**config.mk**
```make
export PLATFORM = sky130hd
export DESIGN_NAME = pll_reset_sequencer_flat
export DESIGN_NICKNAME = d
export VERILOG_FILES = /design/src/rtl/pll_reset_sequencer_pkg.sv /design/src/rtl/pll_reset_sequencer_if.sv /design/src/rtl/pll_reset_sequencer_sync_2ff.sv /design/src/rtl/pll_reset_sequencer.sv /design/src/flat_wrapper.sv
export SDC_FILE = /design/constraint.sdc
export NUM_CORES = 1
export LEC_CHECK = 0
export ABC_AREA = 1
export CORE_MARGIN = 2
export CORE_UTILIZATION = 57
export DETAILED_ROUTE_END_ITERATION = 8
export PLACE_DENSITY_LB_ADDON = 0.15
export SLEW_MARGIN = 15
export SYNTH_ARGS = -nofsm -noshare
export SYNTH_HDL_FRONTEND = slang
export SYNTH_HIERARCHICAL = 1
export SYNTH_SLANG_ARGS = --single-unit
```
**constraint.sdc**
```tcl
create_clock -name referenceclk -period 2.45 [get_ports referenceclk]
set_clock_uncertainty 0.2 [all_clocks]
set_input_delay 0.3675 -clock referenceclk [delete_from_list [all_inputs] [get_ports referenceclk]]
set_output_delay 0.3675 -clock referenceclk [all_outputs]
set_load 0.05 [all_outputs]
```
**src/rtl/pll_reset_sequencer_pkg.sv**
```systemverilog
// Shared definitions for the PLL reset sequencer: state encoding and
// a width helper used to size the counters from their terminal counts.
package pll_seq_pkg;

    localparam logic [2:0] HOLD_PLL  = 3'd0;
    localparam logic [2:0] WAIT_LOCK = 3'd1;
    localparam logic [2:0] SETTLE    = 3'd2;
    localparam logic [2:0] RUN       = 3'd3;
    localparam logic [2:0] FAULT     = 3'd4;

    typedef enum logic [2:0] {
        ST_HOLD_PLL  = HOLD_PLL,
        ST_WAIT_LOCK = WAIT_LOCK,
        ST_SETTLE    = SETTLE,
        ST_RUN       = RUN,
        ST_FAULT     = FAULT
    } seq_state_e;

    // Ceiling log2; callers pass (terminal count + 1) so the result is >= 1.
    function automatic int clog2(input int value);
        int r;
        r = 0;
        while ((1 << r) < value) begin
            r = r + 1;
        end
        return r;
    endfunction

endpackage

```
**src/rtl/pll_reset_sequencer_if.sv**
```systemverilog
// Signal bundle between the sequencer, the iCE40 PLL and the reset consumers.
// There is no valid/ready handshake on this bundle: pll_lock is a level from
// the PLL and every output is a registered level that holds until the state
// machine changes it.
interface pll_reset_sequencer_if #(
    parameter int RW = 2
);
    logic          pll_lock;
    logic          pll_resetb;
    logic          sys_resetn;
    logic          locked;
    logic          fault;
    logic [RW-1:0] retry_count;
    logic [3:0]    loss_count;

    // Sequencer side.
    modport master (
        input  pll_lock,
        output pll_resetb, sys_resetn, locked, fault, retry_count, loss_count
    );

    // PLL / reset-consumer side.
    modport slave (
        output pll_lock,
        input  pll_resetb, sys_resetn, locked, fault, retry_count, loss_count
    );
endinterface

```
**src/rtl/pll_reset_sequencer_sync_2ff.sv**
```systemverilog
// Two-flop synchroniser with asynchronous active-low reset. Used for PLL LOCK
// here and for SYS_RESETN in the 64 MHz domain.
module sync_2ff (
    input  logic clk,
    input  logic rst_n,
    input  logic d,
    output logic q
);
    logic meta;

    // Two-stage capture of the asynchronous input; both stages clear to 0.
    always_ff @(posedge clk or negedge rst_n) begin
        if (!rst_n) begin
            meta <= 1'b0;
            q    <= 1'b0;
        end else begin
            meta <= d;
            q    <= meta;
        end
    end
endmodule

```
**src/rtl/pll_reset_sequencer.sv**
```systemverilog
// Sequences the iCE40 PLL out of reset, filters its LOCK output, holds the
// system in reset until lock has settled, and re-sequences or retries on
// lock loss / lock timeout. Outputs are registered from the next state so
// they change on the same edge as the state and never glitch.
module pll_reset_sequencer
    import pll_seq_pkg::*;
#(
    parameter int POR_CYCLES    = 16,
    parameter int LOCK_FILTER   = 64,
    parameter int LOCK_TIMEOUT  = 16384,
    parameter int SETTLE_CYCLES = 256,
    parameter int MAX_RETRIES   = 3
) (
    input  logic                   referenceclk,
    input  logic                   reset,
    pll_reset_sequencer_if.master  bus,
    output logic [2:0]             state_dbg
);
    // One shared counter serves HOLD_PLL, WAIT_LOCK (timeout) and SETTLE.
    localparam int CNT_MAX = (LOCK_TIMEOUT > SETTLE_CYCLES)
                           ? ((LOCK_TIMEOUT > POR_CYCLES) ? LOCK_TIMEOUT : POR_CYCLES)
                           : ((SETTLE_CYCLES > POR_CYCLES) ? SETTLE_CYCLES : POR_CYCLES);
    localparam int CW = clog2(CNT_MAX + 1);
    localparam int FW = clog2(LOCK_FILTER + 1);
    localparam int RW = clog2(MAX_RETRIES + 1);

    localparam logic [CW-1:0] POR_LAST    = CW'(POR_CYCLES - 1);
    localparam logic [CW-1:0] SETTLE_LAST = CW'(SETTLE_CYCLES - 1);
    localparam logic [CW-1:0] TMO_DONE    = CW'(LOCK_TIMEOUT);
    localparam logic [FW-1:0] FILT_DONE   = FW'(LOCK_FILTER);
    localparam logic [RW-1:0] RETRY_MAX   = RW'(MAX_RETRIES);

    seq_state_e    state_q, state_d;
    logic [CW-1:0] cnt_q, cnt_d;
    logic [FW-1:0] filt_q, filt_d;
    logic [RW-1:0] retry_q, retry_d;
    logic [3:0]    loss_q, loss_d;
    logic          pll_resetb_q, sys_resetn_q, locked_q, fault_q;
    logic          lock_s;

    sync_2ff u_lock_sync (
        .clk   (referenceclk),
        .rst_n (reset),
        .d     (bus.pll_lock),
        .q     (lock_s)
    );

    // State, counters and decoded outputs; reset forces the safe output levels at once.
    always_ff @(posedge referenceclk or negedge reset) begin
        if (!reset) begin
            state_q      <= ST_HOLD_PLL;
            cnt_q        <= '0;
            filt_q       <= '0;
            retry_q      <= '0;
            loss_q       <= '0;
            pll_resetb_q <= 1'b0;
            sys_resetn_q <= 1'b0;
            locked_q     <= 1'b0;
            fault_q      <= 1'b0;
        end else begin
            state_q      <= state_d;
            cnt_q        <= cnt_d;
            filt_q       <= filt_d;
            retry_q      <= retry_d;
            loss_q       <= loss_d;
            pll_resetb_q <= (state_d == ST_WAIT_LOCK) || (state_d == ST_SETTLE) ||
                            (state_d == ST_RUN);
            sys_resetn_q <= (state_d == ST_RUN);
            locked_q     <= (state_d == ST_SETTLE) || (state_d == ST_RUN);
            fault_q      <= (state_d == ST_FAULT);
        end
    end

    // Next-state and counter updates; any state change restarts cnt and filt.
    always_comb begin
        state_d = state_q;
        cnt_d   = cnt_q;
        filt_d  = filt_q;
        retry_d = retry_q;
        loss_d  = loss_q;

        unique case (state_q)
            ST_HOLD_PLL: begin
                if (cnt_q == POR_LAST) begin
                    state_d = ST_WAIT_LOCK;
                end else begin
                    cnt_d = cnt_q + 1'b1;
                end
            end

            ST_WAIT_LOCK: begin
                cnt_d  = cnt_q + 1'b1;
                filt_d = lock_s ? filt_q + 1'b1 : '0;
                // An accepted lock wins over a timeout landing on the same edge.
                if (filt_q == FILT_DONE) begin
                    state_d = ST_SETTLE;
                end else if (cnt_q == TMO_DONE) begin
                    if (retry_q == RETRY_MAX) begin
                        state_d = ST_FAULT;
                    end else begin
                        retry_d = retry_q + 1'b1;
                        state_d = ST_HOLD_PLL;
                    end
                end
            end

            ST_SETTLE: begin
                if (!lock_s) begin
                    state_d = ST_HOLD_PLL;
                    if (loss_q != 4'd15) loss_d = loss_q + 4'd1;
                end else if (cnt_q == SETTLE_LAST) begin
                    state_d = ST_RUN;
                    retry_d = '0;
                end else begin
                    cnt_d = cnt_q + 1'b1;
                end
            end

            ST_RUN: begin
                if (!lock_s) begin
                    state_d = ST_HOLD_PLL;
                    if (loss_q != 4'd15) loss_d = loss_q + 4'd1;
                end
            end

            ST_FAULT: begin
                state_d = ST_FAULT;
            end

            default: begin
                state_d = ST_HOLD_PLL;
            end
        endcase

        if (state_d != state_q) begin
            cnt_d  = '0;
            filt_d = '0;
        end
    end

    assign bus.pll_resetb  = pll_resetb_q;
    assign bus.sys_resetn  = sys_resetn_q;
    assign bus.locked      = locked_q;
    assign bus.fault       = fault_q;
    assign bus.retry_count = retry_q;
    assign bus.loss_count  = loss_q;
    assign state_dbg       = state_q;

endmodule

```
**src/flat_wrapper.sv**
```systemverilog
// flat-port wrapper written by rule: the top's interface ports become plain ports
module pll_reset_sequencer_flat import pll_seq_pkg::*;
#(
    parameter int POR_CYCLES    = 16,
    parameter int LOCK_FILTER   = 64,
    parameter int LOCK_TIMEOUT  = 16384,
    parameter int SETTLE_CYCLES = 256,
    parameter int MAX_RETRIES   = 3
)
  (referenceclk, reset, state_dbg, bus_pll_lock, bus_pll_resetb, bus_sys_resetn, bus_locked, bus_fault, bus_retry_count, bus_loss_count);
  pll_reset_sequencer_if #(.RW((2))) bus_i ();
  input  logic referenceclk;
  input  logic reset;
  output logic [2:0] state_dbg;
  input wire logic [$bits(bus_i.pll_lock)-1:0] bus_pll_lock;
  output wire logic [$bits(bus_i.pll_resetb)-1:0] bus_pll_resetb;
  output wire logic [$bits(bus_i.sys_resetn)-1:0] bus_sys_resetn;
  output wire logic [$bits(bus_i.locked)-1:0] bus_locked;
  output wire logic [$bits(bus_i.fault)-1:0] bus_fault;
  output wire logic [$bits(bus_i.retry_count)-1:0] bus_retry_count;
  output wire logic [$bits(bus_i.loss_count)-1:0] bus_loss_count;
  assign bus_i.pll_lock = bus_pll_lock;
  assign bus_pll_resetb = bus_i.pll_resetb;
  assign bus_sys_resetn = bus_i.sys_resetn;
  assign bus_locked = bus_i.locked;
  assign bus_fault = bus_i.fault;
  assign bus_retry_count = bus_i.retry_count;
  assign bus_loss_count = bus_i.loss_count;
  pll_reset_sequencer #(.POR_CYCLES(POR_CYCLES), .LOCK_FILTER(LOCK_FILTER), .LOCK_TIMEOUT(LOCK_TIMEOUT), .SETTLE_CYCLES(SETTLE_CYCLES), .MAX_RETRIES(MAX_RETRIES)) u_core (.referenceclk(referenceclk), .reset(reset), .bus(bus_i), .state_dbg(state_dbg));
endmodule
```
==> impl_metrics.tcl <==
set metrics [dict create \
    run_status "finished clean" \
    worstSetupPathType "flip-flop to output pin" \
    max_clock_freq_mhz 441 \
    firstDrtPassIters 4 \
    dp_slack_ns 0.277 \
    drive_above_1_share 0.103 \
    ctsRootBufferMaster "sky130_fd_sc_hd__clkbuf_4" \
    route.detailed.drc 0 \
    slew_viol_final 0 \
    post-route-worst-setup-slack_ns 0.185 \
    timing.final.crit_share 0.925 \
    dieArea_um2 4000 \
    timing.critical_path.slowest_cell_delay_ns 0.86 \
    numCtsBuffers 5 \
    ys.warnings.count 6 \
    floorplan.initialDensity 0.596 \
    cp.buffers_inverters 1 \
    min_from "u_core/u_lock_sync/meta$_DFF_PN0_" \
    tightestPinTransition_ns 0.806 \
    worst_skew_pair.late_latency_ns 0.33 \
    io_buffers 15 \
    setup_viol 0 \
    crit_path_end_kind "output pin" \
    layout.nets 282 \
    rsz0062_at_grt "no" \
    worstPathMaxFanout 7 \
    globalRouteOverflowTotal 0 \
    cp-startpoint "u_core/state_dbg[0]$_DFF_PN0_" \
    post_synth_num_cell_types 30 \
    comb_power_share 0.033 \
    critical_path.cell_chain "clkdlybuf4s50_1" \
    clkSlewWorstSetupHoldPaths_ns 0.10 \
    tritoncts_num_sinks 37 \
    grt_antenna_before_repair 0 \
    arrival_ns 1.70 \
    post_drt_via_cell_ratio 5.02 \
    synth.avg_cell_area_um2 8.04 \
    r2r_start "u_core/cnt_q[1]$_DFFE_PN0P_" \
    fin_cells 319 \
    reg2regPathDepth 12 \
    switchingPower_w 0.000208 \
    cts-root-to-sink-buffers 2 \
    cts_htree_levels 2 \
    multi_input_comb_area_um2 926 \
    maxCapViolCount 0 \
    dieHeight_um 63.3 \
    die_w_um 63.3 \
    cpMaxStageDelayCell "sky130_fd_sc_hd__clkdlybuf4s50_1" \
    num_vias 1602 \
    drt_first_iter_violations 106 \
    worst_ep_required_time_ns 1.88 \
    cts_tree "yes" \
    power.static_leakage_nw 1.16 \
    synth_fp_nets 258 \
    timing.hold.worst.class "flip-flop to flip-flop" \
    setup.reg_to_reg.worst_slack_ns 0.26 \
    postRouteWirelength_um 3830 \
    clock_power_share 0.327 \
    gpl.final_weighted_congestion 0.824 \
    max-slew-margin-rel 0.463 \
    netlist_area_um2 2000 \
    worst_setup_path_start_kind "flip-flop" \
    core.rowCount 21 \
    critical_path_depth 1 \
    switching_share 0.214 \
    post_detailed_placement_half_perimeter_wirelength_um 2900 \
    critPathTopFamily "buffers and inverters" \
    grt_util_all_layers 0.224 \
    max-vdd-ir-drop_v 0.000271 \
    seqCellArea_um2 926 \
    final_common_cell "sky130_fd_sc_hd__nand2_1" \
    grt_pass1_wl_um 7000 \
    area_delta_synth_final_pct 13.6 \
    route.antenna.remaining_nets 0 \
    grt_max_degree 38 \
    p_int_w 0.000761 \
    post_drt_wl_per_cell_um 12.0 \
    power_w 0.000969 \
    whs_ns 0.160 \
    synth_seq_cells 37 \
    grt_pass1_vias 1551 \
    setup_tns_ns 0 \
    timing.final.crit_period_ns 2.27 \
    place.detailed.instances 311 \
    whs_path_depth 0 \
    sequentialPowerShare 0.640 \
    p_per_area_nw_per_um2 426 \
    io-pin-count 16 \
    antenna_cells 0 \
    syn_inst 249 \
    core_um2 3360 \
    synth_sequential_area_ratio 0.462 \
    layout.cells.most_common_list "sky130_fd_sc_hd__nand2_1, sky130_fd_sc_hd__nor2_1, sky130_fd_sc_hd__dfrtp_1" \
    report.final.hold_viol_count 0 \
    fillerInstances 304 \
]
==> per-stage QoR <==
| stage | utilization | cell area, µm² |
|---|---|---|
| 2_1_floorplan | - | 2000 |
| 3_3_place_gp | 0.657 | 2210 |
| 3_5_place_dp | 0.657 | 2210 |
| 4_1_cts | 0.676 | 2270 |
| 5_1_grt | 0.676 | 2270 |
| 6_report | 0.676 | 2270 |
==> cell families (layout without fill, tap and decap cells) <==
group	count (synthesis)	in the layout	share of synthesized area
flops	37	37	0.462
mux	1	1	0.00562
xor+xnor	14	14	0.0612
fa+ha+maj	6	6	0.0375
simple gates	136	136	0.302
buf+inv	37	61	0.0756
compound gates	18	18	0.0562
==> path summary, 6_finish.rpt <==
check	end
worst max-delay path	state_dbg[0]
worst min-delay path	u_core/u_lock_sync/q$_DFF_PN0_
worst max register to register	u_core/filt_q[6]$_DFFE_PN0P_
worst min register to register	u_core/u_lock_sync/q$_DFF_PN0_
max in group asynchronous	u_core/bus.retry_count[0]$_DFFE_PN0P_
min in group asynchronous	u_core/cnt_q[3]$_DFFE_PN0P_
==> flip-flops by register name, summed over array words and instances, names as in the netlist, 2 cells and up <==
name / cells
u_core/filt_q: 7
u_core/bus.loss_count: 4
u_core/state_dbg: 3
u_core/cnt_q: 15
u_core/bus.retry_count: 2
==> synth_stat cells, drive strengths merged <==
| library cell | count | share of area |
|---|---|---|
| a211oi | 1 | 0.0062 |
| a21oi | 9 | 0.024 |
| a311oi | 1 | 0.0044 |
| buf | 1 | 0.0056 |
| dfrtp | 37 | 0.46 |
| ha | 6 | 0.037 |
| inv | 36 | 0.070 |
| mux2 | 1 | 0.0056 |
| nand2 | 56 | 0.11 |
| nand3 | 17 | 0.045 |
| nand4 | 1 | 0.0031 |
| nor2 | 50 | 0.10 |
| nor3 | 8 | 0.028 |
| nor3b | 1 | 0.0062 |
| nor4 | 2 | 0.0062 |
| o2111ai | 1 | 0.0044 |
| o21ai | 6 | 0.017 |
| or2 | 1 | 0.0031 |
| xnor2 | 3 | 0.013 |
| xor2 | 11 | 0.048 |
==> what timing repair did <==
| action | in CTS | in global routing |
|---|---|---|
| gates resized for setup | 0 | 0 |
| endpoints found under the hold margin | 37 | 0 |
| hold buffers | 1 | 0 |
| setup buffers | 0 | 0 |
==> worst register-to-register path, delay by kind of cell (launching register included) <==
kind                     cells  cell delay, ns
adder cells (fa/ha/maj)      1            0.18
buffers and inverters        1            0.09
AND/OR/NAND/NOR              9            1.08
AO/OA/AOI/OAI                1            0.13
flip-flops                   1            0.41
==> cell type report <==
type	count	share of cell area
clock buffer	7	0.0242
inverter	36	0.0616
multi-input combinational	175	0.407
sequential	37	0.407
tap	46	0.0253
timing repair buffer	18	0.0748
==> power by group through the flow <==
stage          Combinational (W)  Clock (W)  Sequential [W]
6_report               0.0000323   0.000317        0.000620
4_1_cts                0.0000334   0.000329        0.000620
3_5_place_dp           0.0000321          0        0.000632
2_1_floorplan          0.0000146          0        0.000631
3_3_place_gp           0.0000317          0        0.000632
5_1_grt                0.0000382   0.000355        0.000621
==> layer usage <==
layer  track usage  vias up  routed length (µm)
met4        0.0815        0                  60
li1              -      831                   -
met2         0.347       26                1760
met3        0.0536        5                 168
met1         0.309      740                1850
met5             0        -                   0
Power figures use the tool's default switching activity.
==> RTL change 1: new RTL, config.mk and constraints unchanged <==
Reset style: synchronous (`reset` and `rst_n`), changed in 2 clocked blocks. Comments in the files are not updated.
--- a/src/rtl/pll_reset_sequencer_sync_2ff.sv
+++ b/src/rtl/pll_reset_sequencer_sync_2ff.sv
@@ -10,5 +10,5 @@
 
     // Two-stage capture of the asynchronous input; both stages clear to 0.
-    always_ff @(posedge clk or negedge rst_n) begin
+    always_ff @(posedge clk) begin
         if (!rst_n) begin
             meta <= 1'b0;
--- a/src/rtl/pll_reset_sequencer.sv
+++ b/src/rtl/pll_reset_sequencer.sv
@@ -47,5 +47,5 @@
 
     // State, counters and decoded outputs; reset forces the safe output levels at once.
-    always_ff @(posedge referenceclk or negedge reset) begin
+    always_ff @(posedge referenceclk) begin
         if (!reset) begin
             state_q      <= ST_HOLD_PLL;
Formal check against the unedited RTL: same outputs for any inputs over 10 cycles, from zero or initial values and one cycle with reset low; that may be too few to reach the edited logic, so the function may still have changed.
==> RTL change 1 against the unedited design <==
- critical path type is now flop to flop
- utilization decreased by 0.62 points
- critical endpoint is now u_core/cnt_q[6]
- fmax increased by 2.2%
- setup slack improved by 0.050 ns
- design area increased by 10%
- sequential share of layout area decreased by 11 points
- power increased by 7.4%
- wire length increased by 15%
- sequential cell count unchanged
- via count increased by 28%
- area after synthesis increased by 13%
==> RTL change 1: results (changes against the unedited design) <==
[run_status]
status=complete, no violations

[logic_synthesis]
syn-num-nets=355  ; +38%
ys.flop_type=dfxtp_1
ys_seq_area_frac=0.327  ; -0.135
async_reset_ff_frac=0  ; -1.00
ys_types=29  ; -3.3%
synth_top_cells_by_count=nand2_1, nor2_1, inv_1, dfxtp_1, nand3_1
yosys-top-cells-area=dfxtp_1, nand2_1, nor2_1, inv_1, nor2_2

[power_and_ir_drop]
leakagePower_nw=1.03  ; -11%
switching_share=0.216  ; +0.00177

[placed_design]
placed_area_mm2=0.00243  ; +9.9%
hpwl_um=3390  ; +17%
routabilityCongestion=0.838  ; +1.8%

[clocking]
clk_latency_ns=0.28  ; -0.05 ns
cts_hold_buf=0  ; -1
cts_resized=0  ; unchanged
cts_root_buf=clkbuf_8
path_clk_slew_ns=0.07  ; -0.03 ns
cts_setup_buffers=0  ; unchanged

[global_routing]
grt_max_degree=30  ; -21%
grt_usage=0.235  ; +0.0103
met2_usage=0.359  ; +0.0117
globalRouteMet3Util=0.0625  ; +0.00893
grt_pass1_vias=1846  ; +19%
gr-usage-met1=0.316  ; +0.00732
grt_first_pass_wirelength_um=7940  ; +14%

[critical_path]
r2r_setup_slack_ns=0.23  ; -0.03 ns
r2r_cells=10  ; -2
cpPeakStageDelay_ns=0.43  ; -0.43 ns
path_max_fanout=14  ; +7
reg2reg_to=u_core/cnt_q[6]
r2r_start=u_core/cnt_q[0]
startpoint_type=flop
path_delay_family=simple AND/OR/NAND/NOR gates
arrival_ns=2.23  ; +0.53 ns

[worst_hold_path]
hold_path_depth=2  ; +2
hold_path_end=u_core/u_lock_sync/q
worstHoldStart=u_core/u_lock_sync/meta

[route]
vias=2049  ; +28%
wl_per_cell_um=10.8  ; -9.8%
drt_first_iter_violations=84  ; -21%

[sta]
slew_headroom=0.661  ; +0.198

[layout]
n_fill_cell=357  ; +17%
nets=370  ; +31%
drive_above_1_share=0.103  ; +0.000214
largest-register=u_core/cnt_q

[RTL change 1: layout make-up]
cell class	count	area (um2)	area share
Clock buffer	5	68.8	0.0274
Multi-Input combinational cell	241	1230	0.492
Timing Repair Buffer	17	178	0.0708
Inverter	59	221	0.0883
Clock inverter	1	5.00	0.00200
Sequential cell	37	741	0.295
Tap cell	48	60.1	0.0239
[RTL change 1: per-layer routing]
metal	share of wire	vias to the layer above
li1	-	1109
met1	0.50	894
met2	0.43	44
met3	0.054	2
met4	0.0068	0
met5	0	-
[RTL change 1: worst max path at each step]
| stage | to | slack [ns] |
|---|---|---|
| after floorplan | u_core/filt_q[3] | 0.39 |
| after global placement | u_core/cnt_q[10] | 0.28 |
| after detailed placement | u_core/cnt_q[10] | 0.23 |
| after CTS | u_core/cnt_q[10] | 0.21 |
| after global routing | u_core/cnt_q[6] | 0.03 |
| final | u_core/cnt_q[6] | 0.23 |
[RTL change 1: cell families (layout without fill, tap and decap cells)]
logic type,count (synthesis),after routing,synth area share
compound gates,38,38,0.0913
fa+ha+maj,6,6,0.0332
buf+inv,68,82,0.130
xor+xnor,10,10,0.0387
simple gates,187,187,0.379
flops,37,37,0.327
[RTL change 1: power by group through the flow]
stage | sequential [mW] | combinational (mW) | clock [mW]
after floorplan | 0.625 | 0.0442 | 0
after global placement | 0.630 | 0.0520 | 0
after detailed placement | 0.630 | 0.0527 | 0
after CTS | 0.616 | 0.0530 | 0.388
after global routing | 0.617 | 0.0606 | 0.425
final | 0.617 | 0.0524 | 0.372
[RTL change 1: tightest hold or removal path: cells and delay by family (launching register included)]
kind,cells,cell delay [ns]
buffers and inverters,1,0.03
AND/OR/NAND/NOR,1,0.05
flip-flops,1,0.30
[RTL change 1: through the flow]
stage | hold WS, ns | total power [mW] | setup slack, ns | std cells
floorplan | 0.186 | 0.669 | 0.391 | 346
global placement | 0.192 | 0.682 | 0.282 | 402
detailed placement | 0.210 | 0.683 | 0.230 | 402
CTS | 0.219 | 1.06 | 0.214 | 408
global route | 0.263 | 1.10 | 0.0348 | 408
finish | 0.217 | 1.04 | 0.235 | 408
==> RTL change 2: new RTL, same flow settings <==
Made on the original files. `LOCK_FILTER` is set to 64 in 2 places; all go to 32.
--- a/src/rtl/pll_reset_sequencer.sv
+++ b/src/rtl/pll_reset_sequencer.sv
@@ -7,5 +7,5 @@
 #(
     parameter int POR_CYCLES    = 16,
-    parameter int LOCK_FILTER   = 64,
+    parameter int LOCK_FILTER   = 32,
     parameter int LOCK_TIMEOUT  = 16384,
     parameter int SETTLE_CYCLES = 256,
--- a/src/flat_wrapper.sv
+++ b/src/flat_wrapper.sv
@@ -3,5 +3,5 @@
 #(
     parameter int POR_CYCLES    = 16,
-    parameter int LOCK_FILTER   = 64,
+    parameter int LOCK_FILTER   = 32,
     parameter int LOCK_TIMEOUT  = 16384,
     parameter int SETTLE_CYCLES = 256,
Function: no difference found for any inputs over 10 cycles, from zero or initial values and one cycle with reset low; that may be too few to reach the edited logic, so the function may still have changed.
==> RTL change 2 against the unedited design <==
- design area rose by 0.22%
- fmax increased by 2.8%
- sequential cell count decreased by 1
- wire length up 1.3%
- setup slack better by 0.061 ns
- sequential share of layout area fell by 1.2 points
- synthesized cell count decreased by 1.6%
- area after synthesis fell by 1.2%
- count of clock-buffer cells in the layout did not move
- power grew 13%
==> RTL change 2: results (changes against the unedited design) <==
[run_status]
status=complete, no violations

[layout]
sh_seq_area=0.395  ; -0.0119
drive_above_1_share=0.149  ; +0.0461
n_fill_cell=266  ; -13%
nets=277  ; -1.8%
num-multi-input-gates=172  ; -1.7%
inverters=35  ; -2.8%
synthToLayoutAreaGrowth_pct=15.2

[placed_design]
placed_area_mm2=0.00217  ; -1.6%
dpl.cell_count=306  ; -1.6%
routabilityCongestion=0.827  ; +0.40%

[route]
drt-met1-wl_um=1930  ; +4.6%
wl_met3_um=137  ; -18%
post_drt_via_cell_ratio=5.11  ; +1.7%
drt_first_iter_violations=120  ; +13%
wirelength_um=3880  ; +1.3%

[critical_path]
cpPeakStageDelay_ns=0.84  ; -0.02 ns
arrival_ns=1.64  ; -0.06 ns

[floorplanning]
die_area_mm2=0.00396  ; -1.1%

[power_and_ir_drop]
pg_comb_uw=27.8  ; -14%
net-switching-power_uw=220  ; +6.0%

[global_routing]
globalRouteMet3Util=0.0523  ; -0.00132
grt_max_degree=37  ; -2.6%
grt_first_pass_wirelength_um=6930  ; -0.99%
grt_usage=0.224  ; +0.000227

[clocking]
clkSinkCount=36  ; -2.7%

[logic_synthesis]
ys_seq_area_frac=0.455  ; -0.00709
ys_types=22  ; -27%

[sta]
slew_headroom=0.479  ; +0.0162

-- RTL change 2: cells by family (layout without fill, tap and decap cells) --
family          Yosys count  after routing  share of synthesized area
buf+inv                  37             61                     0.0777
flops                    36             36                      0.455
simple gates            132            132                      0.312
fa+ha+maj                 6              6                     0.0379
compound gates           21             21                     0.0575
mux                       2              2                     0.0114
xor+xnor                 11             11                     0.0487
-- RTL change 2: path summary, 6_finish.rpt --
check / from / endpoint / slack (ns) / depth (start not counted)
max reg2reg: u_core/cnt_q[0] / u_core/filt_q[4] / 0.25 / 11
max: u_core/state_dbg[2] / state_dbg[2] / 0.25 / 1
min: u_core/u_lock_sync/meta / u_core/u_lock_sync/q / 0.18 / 0
min in group asynchronous: reset / u_core/filt_q[2] / 0.43 / 2
min reg2reg: u_core/u_lock_sync/meta / u_core/u_lock_sync/q / 0.18 / 0
max in group asynchronous: reset / u_core/cnt_q[10] / 1.13 / 2
